`src/rtl/pc_gen_mw_pkg.sv`:
```
`default_nettype none
// ============================================================================
// Package  : if_pkg
// Purpose  : Shared fetch-stage types and constants for the IF front end.
// Revision : 1.0
// ============================================================================
package if_pkg;

    localparam logic [31:0] RESET_PC_DEFAULT = 32'h1c00_0000;
    localparam int          INSTR_BYTES      = 4;

    typedef enum logic [1:0] {
        BOOT = 2'd0,
        RUN  = 2'd1,
        IDLE = 2'd2
    } fetch_state_t;

    // Slot index width; a single-slot front end still carries a 1-bit index.
    function automatic int slot_width(input int fw);
        return (fw > 1) ? $clog2(fw) : 1;
    endfunction

endpackage
`default_nettype wire

```
`src/rtl/pc_gen_mw_slot_mask_gen.sv`:
```
`default_nettype none
// ============================================================================
// Module   : slot_mask_gen
// Purpose  : Per-slot valid mask from group start offset and predicted-taken slot.
// Revision : 1.0
// ============================================================================
module slot_mask_gen #(
    parameter int FETCH_WIDTH = 2,
    parameter int SLOT_W      = 1
) (
    input  logic                   valid,
    input  logic [SLOT_W-1:0]      start,
    input  logic                   pred_taken,
    input  logic [SLOT_W-1:0]      pred_slot,
    output logic [FETCH_WIDTH-1:0] mask
);

    generate
        if (FETCH_WIDTH == 1) begin : g_single
            logic unused_idx;
            assign unused_idx = ^{start, pred_taken, pred_slot};
            assign mask       = valid;
        end else begin : g_multi
            for (genvar i = 0; i < FETCH_WIDTH; i++) begin : g_slot
                localparam logic [SLOT_W-1:0] IDX = SLOT_W'(i);
                assign mask[i] = valid & (IDX >= start)
                                       & (~pred_taken | (IDX <= pred_slot));
            end
        end
    endgenerate

endmodule
`default_nettype wire

```
`src/rtl/pc_gen_mw.sv`:
```
`default_nettype none
// ============================================================================
// Module   : pc_gen_mw
// Purpose  : Multi-wide fetch-group PC generator with redirect priority and
//            BOOT/RUN/IDLE sequencing. Optional PC_GEN_PERF_EN adds perf counters.
// Revision : 1.0
// ============================================================================
module pc_gen_mw
    import if_pkg::*;
#(
    parameter int          FETCH_WIDTH = 2,
    parameter logic [31:0] RESET_PC    = RESET_PC_DEFAULT,
    parameter int          SLOT_W      = slot_width(FETCH_WIDTH)
) (
    input  logic                   clk,
    input  logic                   rstn,
    input  logic                   excp_flush,
    input  logic [31:0]            excp_target,
    input  logic                   ex_br,
    input  logic [31:0]            ex_br_target,
    input  logic                   pred_taken,
    input  logic [SLOT_W-1:0]      pred_slot,
    input  logic [31:0]            pred_target,
    input  logic                   idle_req,
    input  logic [31:0]            idle_resume_pc,
    input  logic                   wake_int,
    input  logic                   stall_icache,
    input  logic                   stall_ibuf,
    output logic [31:0]            pc_if1,
    output logic [FETCH_WIDTH-1:0] slot_valid,
    output logic                   is_valid,
`ifdef PC_GEN_PERF_EN
    output logic [31:0]            perf_stall_cnt,
    output logic [31:0]            perf_redir_cnt,
    output logic [31:0]            perf_idle_cnt,
`endif
    output logic                   redirect_q
);

    localparam logic [1:0] ST_BOOT = BOOT;
    localparam logic [1:0] ST_RUN  = RUN;
    localparam logic [1:0] ST_IDLE = IDLE;

    // Group alignment: FETCH_WIDTH instructions per group, 4-byte floor for width 1.
    localparam int          ALIGN_LSB  = (FETCH_WIDTH > 1) ? SLOT_W + 2 : 2;
    localparam logic [31:0] ALIGN_MASK = ~((32'd1 << ALIGN_LSB) - 32'd1);
    localparam logic [31:0] GROUP_BYTES = 32'(INSTR_BYTES * FETCH_WIDTH);

    generate
        if (FETCH_WIDTH != 1 && FETCH_WIDTH != 2 && FETCH_WIDTH != 4) begin : g_bad_width
            $error("pc_gen_mw: FETCH_WIDTH must be 1, 2 or 4");
        end
    endgenerate

    logic [1:0]        state;
    logic [1:0]        state_nxt;
    logic [31:0]       pc_nxt;
    logic [31:0]       seq_pc;
    logic              stall;
    logic [SLOT_W-1:0] start;

    assign stall    = stall_icache | stall_ibuf;
    assign is_valid = (state == ST_RUN) & ~stall;
    assign seq_pc   = (pc_if1 & ALIGN_MASK) + GROUP_BYTES;
    assign start    = pc_if1[SLOT_W+1:2];

    slot_mask_gen #(
        .FETCH_WIDTH (FETCH_WIDTH),
        .SLOT_W      (SLOT_W)
    ) u_slot_mask (
        .valid      (is_valid),
        .start      (start),
        .pred_taken (pred_taken),
        .pred_slot  (pred_slot),
        .mask       (slot_valid)
    );

    always_comb begin
        state_nxt = state;
        case (state)
            ST_BOOT: state_nxt = ST_RUN;
            ST_RUN:  if (idle_req && !excp_flush) state_nxt = ST_IDLE;
            ST_IDLE: if (wake_int || excp_flush)  state_nxt = ST_RUN;
            default: state_nxt = ST_BOOT;
        endcase
    end

    // Redirect priority: flush > EX branch > idle entry > hold > predictor > sequential.
    always_comb begin
        pc_nxt = pc_if1;
        if (excp_flush)
            pc_nxt = excp_target;
        else if (ex_br && state != ST_BOOT)
            pc_nxt = ex_br_target;
        else if (idle_req && state == ST_RUN)
            pc_nxt = idle_resume_pc;
        else if (state == ST_IDLE && wake_int)
            pc_nxt = pc_if1;
        else if (state != ST_RUN || stall)
            pc_nxt = pc_if1;
        else if (pred_taken)
            pc_nxt = pred_target;
        else
            pc_nxt = seq_pc;
    end

    always_ff @(posedge clk or negedge rstn) begin
        if (!rstn) begin
            pc_if1     <= RESET_PC;
            state      <= ST_BOOT;
            redirect_q <= 1'b0;
        end else begin
            pc_if1     <= pc_nxt;
            state      <= state_nxt;
            redirect_q <= excp_flush | ex_br;
        end
    end

`ifdef PC_GEN_PERF_EN
    always_ff @(posedge clk or negedge rstn) begin
        if (!rstn) begin
            perf_stall_cnt <= 32'd0;
            perf_redir_cnt <= 32'd0;
            perf_idle_cnt  <= 32'd0;
        end else begin
            if (state == ST_RUN && stall && perf_stall_cnt != '1)
                perf_stall_cnt <= perf_stall_cnt + 32'd1;
            if ((excp_flush || ex_br) && perf_redir_cnt != '1)
                perf_redir_cnt <= perf_redir_cnt + 32'd1;
            if (state == ST_IDLE && perf_idle_cnt != '1)
                perf_idle_cnt <= perf_idle_cnt + 32'd1;
        end
    end
`endif

    // Commit never retires an idle in the same cycle as an EX mispredict.
    a_no_br_with_idle: assert property (@(posedge clk) disable iff (!rstn)
                                        !(ex_br && idle_req));

endmodule
`default_nettype wire

```
`config.mk`:
```
export PLATFORM = sky130hd
export DESIGN_NAME = pc_gen_mw
export DESIGN_NICKNAME = d
export VERILOG_FILES = /design/src/rtl/pc_gen_mw_pkg.sv /design/src/rtl/pc_gen_mw_slot_mask_gen.sv /design/src/rtl/pc_gen_mw.sv
export SDC_FILE = /design/constraint.sdc
export NUM_CORES = 1
export LEC_CHECK = 0
export BUFFER_PORTS_ARGS = -buffer_cell sky130_fd_sc_hd__buf_2
export CAP_MARGIN = 20
export CORE_ASPECT_RATIO = 2
export CORE_UTILIZATION = 42
export CTS_CLUSTER_DIAMETER = 30
export DETAILED_ROUTE_END_ITERATION = 10
export GPL_TIMING_DRIVEN = 0
export PLACE_DENSITY = 0.91
export REMOVE_ABC_BUFFERS = 1
export SLEW_MARGIN = 20
export SYNTH_ARGS = -nofsm -noshare
export SYNTH_HDL_FRONTEND = slang
export SYNTH_SLANG_ARGS = --single-unit
```
`constraint.sdc`:
```
create_clock -name clk -period 1.7 [get_ports clk]
set_input_delay 0.255 -clock clk [delete_from_list [all_inputs] [get_ports clk]]
set_output_delay 0.255 -clock clk [all_outputs]
set_load 0.1 [all_outputs]
```
==> summary.md <==
| Metric | Value |
|---|---|
| CTS tree | `yes` |
| Via/cell ratio | `about 6.5` |
| P&R area growth vs syn | `67.1%` |
| Die width | `64.4 um` |
| Share of cells above drive strength 1 | `0.537` |
| Slew @ Worst Pin | `roughly 0.9 ns` |
| Required time of the critical path | `1.88 ns` |
| First-pass GRT wire length | `23000 um` |
| Global placement routability congestion | `~0.84` |
| Worst-path clk slew | `0.06 ns` |
| Gr usage total | `0.368` |
| Mapped Cells | `430` |
| Post-synth top flop | `dfrtp_1` |
| Clock share of power | `0.176` |
| Slew headroom | `0.415` |
| Synthesis warning total | `0` |
| Final hold vios | `0` |
| Final setup viols | `24` |
| Gate power share | `0.579` |
| Startpoint Class | `flop` |
| Ports | `174` |
| CP endpoint kind | `flop` |
| Clk root buf | `clkbuf_16` |
| Hold_ws | `0.0932 ns` |
| DRC viols | `0` |
| Post-synth EDFFs | `0` |
| Crit. Startpoint | `state[1]$_DFFE_PN0P_` |
| Die Y-Extent | `127 um` |
| Most common cell after layout, fill and taps aside | `buf_2` |
| Seq/Total Area, Yosys | `0.269` |
| Critical path arrival | `2.05 ns` |
| Clk Latency, worst-skew pair | `between 0.2 and 0.3 ns` |
| PortBufs | `approximately 170` |
| Critical Setup Path Class | `flop to flop` |
| Cell-internal power | `around 0.0025 W` |
| Seq cells post-synth | `35` |
| RSZ-0062 raised after global routing | `yes` |
| Final Skew | `around 0.0058 ns` |
| Pre-CTS setup slack | `-1.04 ns` |
| Finished Cell Area | `roughly 5500 um^2` |
| Starting Density | `0.434` |
| Grt total ovfl | `0` |
| Pwr per Cell Area | `927 nW/um^2` |
| Num CTS Buffers | `5` |
| RR Endpoint | `pc_if1[12]$_DFFE_PN0P_` |
| Final ANT Viol Nets | `0` |
| Slew Limit Fails | `0` |
| Row count | `45` |
| Syn Std Cell Area | `between 3000 and 4000 um^2` |
| Syn Area/Cell | `7.61 um^2` |
| PnR worst setup slack | `-0.171 ns` |
| Yosys cell types | `68` |
| Fmax | `0.535 GHz` |
| Max-capacitance violation count | `0` |
| NetSw | `0.00260 W` |
| DR pass1 iterations | `7` |
| CTS Sinks | `35` |
| R2r startpoint | `state[1]$_DFFE_PN0P_` |
| Most frequent cells in the layout | `buf_2 (169), buf_4 (48), nand2_1 (35)` |
| Post-layout min period | `~1.9 ns` |
| Asr flop ratio synth | `1.00` |
| Final nets | `a little under 800` |
| R2R Setup Slk | `-0.17 ns` |
| Die area | `8170 um^2` |
| Initial drt markers | `579` |
| Worst min-delay path class | `input port to async pin` |
| Max VDD drop | `a little under 0.6 mV` |
| WL/cell | `21.6 um` |
| CP Capture Point | `pc_if1[12]$_DFFE_PN0P_` |
| Lkg Pwr | `2.41 nW` |
| Maximum clock path buffer count | `2` |
| Drt total wl | `roughly 16000 um` |
| R2R depth | `7` |
| Hpwl dp | `between 9000 and 10000 um` |
| Failing checks | `setup timing` |
| Sequential share of power | `0.245` |
| CTS Hold Bufs | `0` |
| Antenna violations before repair | `0` |
| Outcome | `finished, violations left` |
| Final worst path period share | `1.10` |
| Pin count of the biggest net entering global routing | `just over 50` |
| Post-placement cell area | `4190 um^2` |
| Critical-path maximum fanout | `6` |
| Switching Share | `0.513` |
| Antenna Diode Count | `0` |
| Max H-tree Level | `2` |
| Via Count | `4821` |
| Vias in the first global route | `~4500` |
| Core area | `7540 um^2` |
Yosys cell counts (all sizes together) (6+ instances only):
library cell | n | share of area
a22oi | 9 | 0.021
nand4 | 11 | 0.032
nor3b | 9 | 0.021
buf | 20 | 0.033
o221ai | 7 | 0.019
clkbuf | 17 | 0.020
o21ai | 39 | 0.060
nand3 | 23 | 0.035
dfrtp | 32 | 0.24
a211o | 6 | 0.016
a21oi | 38 | 0.059
inv | 13 | 0.015
o211ai | 9 | 0.021
nand2 | 40 | 0.047
nor4 | 11 | 0.028
and3 | 8 | 0.015
nor2 | 32 | 0.037
xnor2 | 7 | 0.019
a211oi | 10 | 0.024
a31oi | 11 | 0.021
nor3 | 6 | 0.0092
sequential cells by signal, summed over array words and instances (netlist names):
register	cells
redirect_q	1
state	2
pc_if1	32
worst max-delay path, cell delays in order (launching register included):
cell,delay [ns]
dfrtp_2,0.46
and2b_4,0.32
buf_6,0.12
a211oi_4,0.08
buf_12,0.18
nor4_2,0.25
o21ai_1,0.15
a2bb2oi_1,0.20
power groups by stage:
| stage | Sequential (W) | Clock, W | Combinational, W |
|---|---|---|---|
| 6_report | 0.00124 | 0.000893 | 0.00293 |
| 5_1_grt | 0.00126 | 0.000936 | 0.00304 |
| 4_1_cts | 0.00121 | 0.000889 | 0.00261 |
| 3_5_place_dp | 0.00123 | 0 | 0.00227 |
| 3_3_place_gp | 0.00121 | 0 | 0.00218 |
| 2_1_floorplan | 0.00210 | 0 | 0.000705 |
metal layers:
layer,vias up,GRT usage,wire length [um]
li1,2086,-,-
met1,2264,0.420,5510
met2,390,0.609,8240
met3,81,0.0459,1290
met4,0,0.278,956
met5,-,0,0
final cells by class:
type                       count  area, um^2
sequential                    35         901
multi-input combinational    346        2610
fill                         574        2080
inverter                      13        52.6
tap                           94         118
timing repair inverter         1        7.51
timing repair buffer         243        1650
clock buffer                   7         133
clock inverter                 1        5.00
stage by stage:
stage | util | setup TNS, ns | power, W | instances
after floorplan | - | -43.63 | 0.00281 | 393
after global routing | 0.725 | -2.84 | 0.00523 | 740
after detailed placement | 0.555 | -25.14 | 0.00350 | 663
final | 0.725 | -1.54 | 0.00507 | 740
after CTS | 0.664 | -0.453 | 0.00472 | 716
after global placement | 0.541 | -91.54 | 0.00338 | 660
how the worst min path moves through the flow:
stage,startpoint,end,depth (start not counted)
floorplan,rstn,pc_if1[0]$_DFFE_PN0P_,0
detailed placement,rstn,pc_if1[0]$_DFFE_PN0P_,1
CTS,rstn,pc_if1[0]$_DFFE_PN0P_,1
finish,rstn,pc_if1[2]$_DFFE_PN0P_,1
global route,rstn,pc_if1[0]$_DFFE_PN0P_,1
global placement,rstn,pc_if1[0]$_DFFE_PN0P_,1
timing repair:
item / CTS / global route
setup buffers: 42 / 22
endpoints found under the setup margin: 36 / 33
pin swaps: 27 / 22
gates resized for setup: 77 / 60
cloned: 3 / 2
kinds of logic (layout without fill, tap and decap cells):
| logic type | count (synthesis) | in the layout | synth area share |
|---|---|---|---|
| compound gates | 171 | 171 | 0.350 |
| simple gates | 159 | 160 | 0.271 |
| buf+inv | 50 | 265 | 0.0677 |
| flops | 35 | 35 | 0.269 |
| xor+xnor | 12 | 12 | 0.0321 |
| mux | 2 | 2 | 0.00612 |
| fa+ha+maj | 1 | 1 | 0.00382 |
Note: power is estimated with default switching activity, not from simulation.
